File: src/rtl/fp_alu_cmd_sequencer.sv
// Clocked front end for the combinational FP_ALU: command FIFO, registered operand
// stage, handshaked result register and a saturating under/overflow event counter.
module fp_alu_cmd_sequencer #(
    parameter int unsigned DEPTH = 4,
    parameter int unsigned CNT_W = 8
) (
    input  logic                     clk,
    input  logic                     rst_n,
    input  logic                     flush,
    input  logic                     clr_err,
    input  logic                     cmd_valid,
    output logic                     cmd_ready,
    input  logic [31:0]              cmd_para1,
    input  logic [31:0]              cmd_para2,
    input  logic [1:0]               cmd_op,
    output logic [31:0]              para1,
    output logic [31:0]              para2,
    output logic [1:0]               ALU_op,
    input  logic [31:0]              alu_out,
    input  logic                     alu_zero,
    input  logic                     alu_uof,
    output logic                     res_valid,
    input  logic                     res_ready,
    output logic [31:0]              res_out,
    output logic                     res_zero,
    output logic                     res_uof,
    output logic [$clog2(DEPTH):0]   level,
    output logic [CNT_W-1:0]         err_count
);

    localparam int unsigned AW = $clog2(DEPTH);
    localparam int unsigned LW = AW + 1;
    localparam int unsigned EW = 66;

    logic [EW-1:0]    mem_q [DEPTH];
    logic [EW-1:0]    head;
    logic [AW-1:0]    wr_ptr_q, wr_ptr_d, rd_ptr_q, rd_ptr_d;
    logic [LW-1:0]    level_q, level_d;
    logic             ready_q, ready_d;
    logic             s1_v_q, s1_v_d;
    logic [31:0]      para1_q, para1_d, para2_q, para2_d;
    logic [1:0]       op_q, op_d;
    logic             res_valid_q, res_valid_d;
    logic [31:0]      res_out_q, res_out_d;
    logic             res_zero_q, res_zero_d, res_uof_q, res_uof_d;
    logic [CNT_W-1:0] err_q, err_d;
    logic             push, pop, adv, res_hs;

    assign head = mem_q[rd_ptr_q];

    // Handshake decode and next-state for FIFO, operand stage, result stage and counter.
    always_comb begin
        adv    = s1_v_q && (!res_valid_q || res_ready);
        push   = cmd_valid && ready_q && !flush;
        pop    = (level_q != '0) && (!s1_v_q || adv) && !flush;
        res_hs = res_valid_q && res_ready;

        wr_ptr_d    = wr_ptr_q;
        rd_ptr_d    = rd_ptr_q;
        level_d     = level_q;
        s1_v_d      = s1_v_q;
        para1_d     = para1_q;
        para2_d     = para2_q;
        op_d        = op_q;
        res_valid_d = res_valid_q;
        res_out_d   = res_out_q;
        res_zero_d  = res_zero_q;
        res_uof_d   = res_uof_q;
        err_d       = err_q;

        if (push) begin
            wr_ptr_d = wr_ptr_q + AW'(1);
        end
        if (pop) begin
            rd_ptr_d = rd_ptr_q + AW'(1);
            para1_d  = head[65:34];
            para2_d  = head[33:2];
            op_d     = head[1:0];
            s1_v_d   = 1'b1;
        end else if (adv) begin
            s1_v_d = 1'b0;
        end
        level_d = level_q + LW'(push) - LW'(pop);

        if (adv) begin
            res_out_d   = alu_out;
            res_zero_d  = alu_zero;
            res_uof_d   = alu_uof;
            res_valid_d = 1'b1;
        end else if (res_hs) begin
            res_valid_d = 1'b0;
        end

        // Flush drops queued and in-flight work but leaves data registers untouched.
        if (flush) begin
            wr_ptr_d    = '0;
            rd_ptr_d    = '0;
            level_d     = '0;
            s1_v_d      = 1'b0;
            res_valid_d = 1'b0;
        end

        if (clr_err) begin
            err_d = '0;
        end else if (res_hs && res_uof_q && (err_q != {CNT_W{1'b1}})) begin
            err_d = err_q + CNT_W'(1);
        end

        ready_d = (level_d != LW'(DEPTH));
    end

    always_ff @(posedge clk or negedge rst_n) begin
        if (!rst_n) begin
            wr_ptr_q    <= '0;
            rd_ptr_q    <= '0;
            level_q     <= '0;
            ready_q     <= 1'b1;
            s1_v_q      <= 1'b0;
            para1_q     <= '0;
            para2_q     <= '0;
            op_q        <= 2'b00;
            res_valid_q <= 1'b0;
            res_out_q   <= '0;
            res_zero_q  <= 1'b0;
            res_uof_q   <= 1'b0;
            err_q       <= '0;
        end else begin
            wr_ptr_q    <= wr_ptr_d;
            rd_ptr_q    <= rd_ptr_d;
            level_q     <= level_d;
            ready_q     <= ready_d;
            s1_v_q      <= s1_v_d;
            para1_q     <= para1_d;
            para2_q     <= para2_d;
            op_q        <= op_d;
            res_valid_q <= res_valid_d;
            res_out_q   <= res_out_d;
            res_zero_q  <= res_zero_d;
            res_uof_q   <= res_uof_d;
            err_q       <= err_d;
        end
    end

    // Payload storage needs no reset; occupancy is tracked by level_q.
    always_ff @(posedge clk) begin
        if (push) begin
            mem_q[wr_ptr_q] <= {cmd_para1, cmd_para2, cmd_op};
        end
    end

    assign cmd_ready = ready_q;
    assign para1     = para1_q;
    assign para2     = para2_q;
    assign ALU_op    = op_q;
    assign res_valid = res_valid_q;
    assign res_out   = res_out_q;
    assign res_zero  = res_zero_q;
    assign res_uof   = res_uof_q;
    assign level     = level_q;
    assign err_count = err_q;

endmodule

File: config.mk
export PLATFORM = sky130hd
export DESIGN_NAME = fp_alu_cmd_sequencer
export DESIGN_NICKNAME = d
export VERILOG_FILES = /design/src/rtl/fp_alu_cmd_sequencer.sv
export SDC_FILE = /design/constraint.sdc
export NUM_CORES = 1
export LEC_CHECK = 0
export CORE_ASPECT_RATIO = 0.8
export CORE_MARGIN = 3
export CORE_UTILIZATION = 60
export CTS_BUF_LIST = sky130_fd_sc_hd__clkbuf_8
export CTS_CLUSTER_DIAMETER = 40
export DETAILED_ROUTE_END_ITERATION = 7
export PLACE_DENSITY = 0.92
export SYNTH_ARGS = -nofsm -noshare
export SYNTH_HDL_FRONTEND = slang
export SYNTH_SLANG_ARGS = --single-unit
File: constraint.sdc
create_clock -name clk -period 6.6 [get_ports clk]
set_clock_uncertainty 0.2 [all_clocks]
set_input_delay 1.32 -clock clk [delete_from_list [all_inputs] [get_ports clk]]
set_output_delay 1.32 -clock clk [all_outputs]
set_load 0.03 [all_outputs]
-- After elaboration in Yosys (flattened, before gate mapping)
Memories as Yosys holds them, arrays and structs flattened. A register that Yosys moved wholly into a read port is not among the register bits.
Cells that the tools add are included.
W data, S select, Z words.
- memories kept: 1
- bits in writable memories: 264
- register bits: 52
- reductions and logical operators: 20
- mux-type cells: 15
- equality and inequality tests: 2
- add/subtract/negate cells: 5
- memory list (memory ; depth ; bits a word ; rd ports ; clocked after memory_dff ; wr ports ; RTL line ; text):
    mem_q ; 4 ; 66 ; 1 ; 1 ; 1 ; 35 ; logic [EW-1:0] mem_q [DEPTH];
- operators by type and width (operator ; number):
    $mux W8 ; 2
    $reduce_bool A3 Y1 ; 3
    $add A8 B1 Y8 const B ; 1
    $logic_and A1 B1 Y1 ; 8
    $mux W1 ; 8
    $mux W2 ; 4
    $ne A8 B8 Y1 const B ; 1
    $reduce_bool A2 Y1 ; 3
    $add A2 B1 Y2 const B ; 2
    $logic_not A1 Y1 ; 4
    $add A3 B1 Y3 ; 1
    $mux W3 ; 1
    $ne A3 B3 Y1 const B ; 1
    $sub A3 B1 Y3 ; 1
    $logic_or A1 B1 Y1 ; 2

-- Logic depth before layout (Yosys ltp)
- depth after elaboration: 9
- mapped depth: 12
- gate-level depth less buffers: 11

-- Worst setup path before layout
No wires, ideal clock.
- path type: input-to-reg
- start point: input port flush
- end point: memory mem_q[0][0], enable pin
- stages on the path: 3
- data arrival time: 3.288 ns
- slack: 2.680 ns
- buffers on the path: 1
- path through: clkbuf_1 > nor2_1 > and2_1
- word-level cells in the longest chain between the ends: 4
- RTL lines (what ; RTL line ; text):
    from (decl) ; 9 ; input logic flush,
    $logic_not A1 Y1 ; 54 ; push = cmd_valid && ready_q && !flush;
    $logic_and A1 B1 Y1 ; 54 ;
    $mux W1 ; 146 ; if (push) begin
    $mux W1 (implied by the code) ; 147 ; mem_q[wr_ptr_q] <= {cmd_para1, cmd_para2, cmd_op};
    to (decl) ; 35 ;
Every way passes these cells.

-- Worst setup path in the final report
- start point: input port flush
- end point: register ready_q (netlist: cmd_ready)
- word-level cells in the longest chain between the ends: 6
- RTL lines (what ; RTL line ; text):
    $logic_not A1 Y1 ; 54, 55 ;
    $logic_and A1 B1 Y1 ; 54 ;
    $add A3 B1 Y3 ; 83 ; level_d = level_q + LW'(push) - LW'(pop);
    $sub A3 B1 Y3 ; 83 ;
    $mux W3 (*) ; 95 ; if (flush) begin
    named net level_d[2] ; 38 ; logic [LW-1:0] level_q, level_d;
    $ne A3 B3 Y1 (*) ; 109 ; ready_d = (level_d != LW'(DEPTH));
    named net ready_d ; 39 ; logic ready_q, ready_d;
    to (signal assigned) ; 131 ; ready_q <= ready_d;
    to (decl) ; 39 ;
Mark *: on every way through the listed nets, which the timed path passes. The rest lies on a longest branch.
A chain may end at the register's enable or synchronous reset.

==> impl_metrics.toml <==
[synth]
synth_edf_count = 264
syn_nets = 775
synth-seq-cells = 382
syn_inst = 661
ys_warn_count = 0
synth_top_family_by_area = "multiplexers"
synth_cell_type_count = 43
ys.flop_type = "edfxtp_1"
synth.mux.area_fraction = 0.188
ys_seq_area_frac = 0.762
netlist_area_um2 = 14300
synth-compound-area-share = 0.00937
yosys.area_share.xor_xnor = 0.00219
synth-simple-area-share = 0.0155
synth_fa_ha_area_frac = 0.00753
syn_avg_cell_area_um2 = 21.6
async_flop_share = 0.309

[global_route]
grt_max_degree = 69
grt_use_met1 = 0.334
busiest_layer = "met2"
grt_antenna_before_repair = 0
gr-usage-all-layers = 0.229
grt_overflow = 0
met2_usage = 0.354
grt_pass1_wl_um = 43900
grt_pass1_vias = 7559
grt_use_met3 = 0.0651

[sta]
finalCriticalPeriod_ps = 3560
finalHoldViolations = 0
timing.fmax_mhz = 281
fin_tns_setup_ps = 0
fin_ws_ps = 3040
slew_violations = 0
max_slew_margin = 0.324
holdWs_ps = 285
rsz0062_at_grt = "no"
worst_pin_slew_ps = 1010
setup_viol = 0
fin_crit_sh = 0.540

[floorplanning]
die_x_um = 178
core_area_um2 = 22900
die_area_um2 = 25700
num_rows = 49
start_util = 0.623
die_h_um = 144
ios = 219

[routing]
drt_iter0_markers = 541
dr.pass1.iters = 5
detail-route-antenna-nets = 0
vias = 7235
post_drt_wl_per_cell_um = 23.0
drc_errors = 0
avgViaCountPerCell = 5.73
drt_wl_total_um = 29000

[clocking]
post-cts-setup-buffers = 0
h-tree-depth = 2
cts_tree = "done"
cts_made_buffers = 54
cts_root_buffer = "clkbuf_8"
clock_latency_ps = 580
cts.sinks = 382
cts.repair.resized = 0
cts_hold_buffers = 0
clockBufferDepth = 3
path_clk_slew_ps = 60

[worst_hold_path]
hold_path.class = "reg -> reg"
hold_start = "para1[11]"

[place]
dp_slack_ps = 2610
place_hpwl_um = 17700
dp.cells = 1160
portBuffers = 218
gp_congestion = 0.767

[critical_path]
crit_required_ps = 6880
arrival_ps = 3850
start_kind = "primary input"
critPathKind = "in -> reg"
cp-startpoint = "flush"
cp_max_fo = 11
worstSetupEndpointType = "flop"
r2r_slack_ps = 3720
r2r-start = "rd_ptr_q[0]"

[layout]
area_growth_pct = 24.9
n_antenna_cell = 0
drive_above_1_share = 0.259
final_common_cell = "edfxtp_1"
postLayoutCoreUtil = 0.778
multi_input_area_um2 = 3200
nets = 1024
fill_cells = 1186
regArea_um2 = 10900
fin_cells = 1262
mostFrequentLayoutCells = "edfxtp_1, clkdlybuf4s50_1, dfrtp_1, mux2_2, mux4_2"

[pwr]
ir_worst_vdd_v = 0.000367
switching_share = 0.321
clkPwrFrac = 0.236
internal-power_w = 0.00538
p_seq_frac = 0.425
cellLeakagePower_nw = 6.34
p_comb_frac = 0.339
p_per_area_nw_per_um2 = 444
power.switching_w = 0.00255

[status]
status = "complete, no violations"

[job]
cap_violations = 0
[per-layer routing]
metal / part of all wire / vias up
li1: - / 3153
met1: 0.42 / 3733
met2: 0.49 / 300
met3: 0.080 / 49
met4: 0.018 / 0
met5: 0 / -
[state kept, by name, indices dropped and copies added (netlist names)]
signal and count:
mem_q 264, para1 32, para2 32, res_out 32
err_count 8, level 3, ALU_op 2, rd_ptr_q 2
wr_ptr_q 2, cmd_ready 1, res_uof 1, res_valid 1
res_zero 1, s1_v_q 1
[kinds of logic after synthesis]
kind of cell / Yosys count
xor gates and xnor gates: 2
and+or+nand+nor: 39
adders and majority gates: 8
AOI/OAI and AO/OA: 21
buffers and inverters: 40
DFF: 382
muxes: 169
[final timing paths]
path,end,cells past startpoint
worst max register to register,para2[28],3
worst min-delay path,para1[11],1
worst min register to register,para1[11],1
worst max-delay path,cmd_ready,11
min in group asynchronous,para1[20],1
max in group asynchronous,rd_ptr_q[1],2
[power groups by stage]
stage	clock, W	combinational (W)	sequential, W
6_report	0.00187	0.00269	0.00337
5_1_grt	0.00201	0.00282	0.00344
4_1_cts	0.00190	0.00272	0.00338
3_5_place_dp	0	0.00269	0.00342
3_3_place_gp	0	0.00262	0.00339
2_1_floorplan	0	0.00115	0.00391
[worst max-delay path: stages]
cell and delay (ps):
clkdlybuf4s50_1 640, nor2_1 380, inv_1 110, ha_1 300, inv_1 60, ha_1 130, inv_1 40, fa_1 380
xnor3_1 190, nor2_1 160, nand3b_1 130
[synthesized netlist by cell type, drive strengths merged (2+ instances only)]
master    n  share of area
nand3     3         0.0011
dfrtp   117           0.20
buf      21          0.011
mux2    102          0.083
and2      4         0.0018
inv      11         0.0029
ha        7         0.0061
a41oi     2         0.0012
mux4     66           0.10
nand2     5         0.0013
edfxtp  264           0.56
a21oi     9         0.0032
and3      3         0.0013
nor3      3         0.0018
a211oi    4         0.0021
nor2b     3         0.0013
nor2      8         0.0021
o21ai     2        0.00070
nand2b    2        0.00088
clkbuf    8         0.0021
nor4      2        0.00088
[per-stage QoR]
stage / power, W / area [µm²]
6_report: 0.00793 / 17800
3_5_place_dp: 0.00611 / 16700
2_1_floorplan: 0.00506 / 14300
4_1_cts: 0.00800 / 17800
3_3_place_gp: 0.00602 / 16700
5_1_grt: 0.00827 / 17800
[cell type report]
type	count	share of cell area
Sequential cell	382	0.610
Inverter	11	0.00231
Multi-Input combinational cell	239	0.179
Clock buffer	65	0.0501
Clock inverter	37	0.0130
Timing Repair Buffer	222	0.124
Tap cell	306	0.0215
Power figures use the tool's default switching activity.
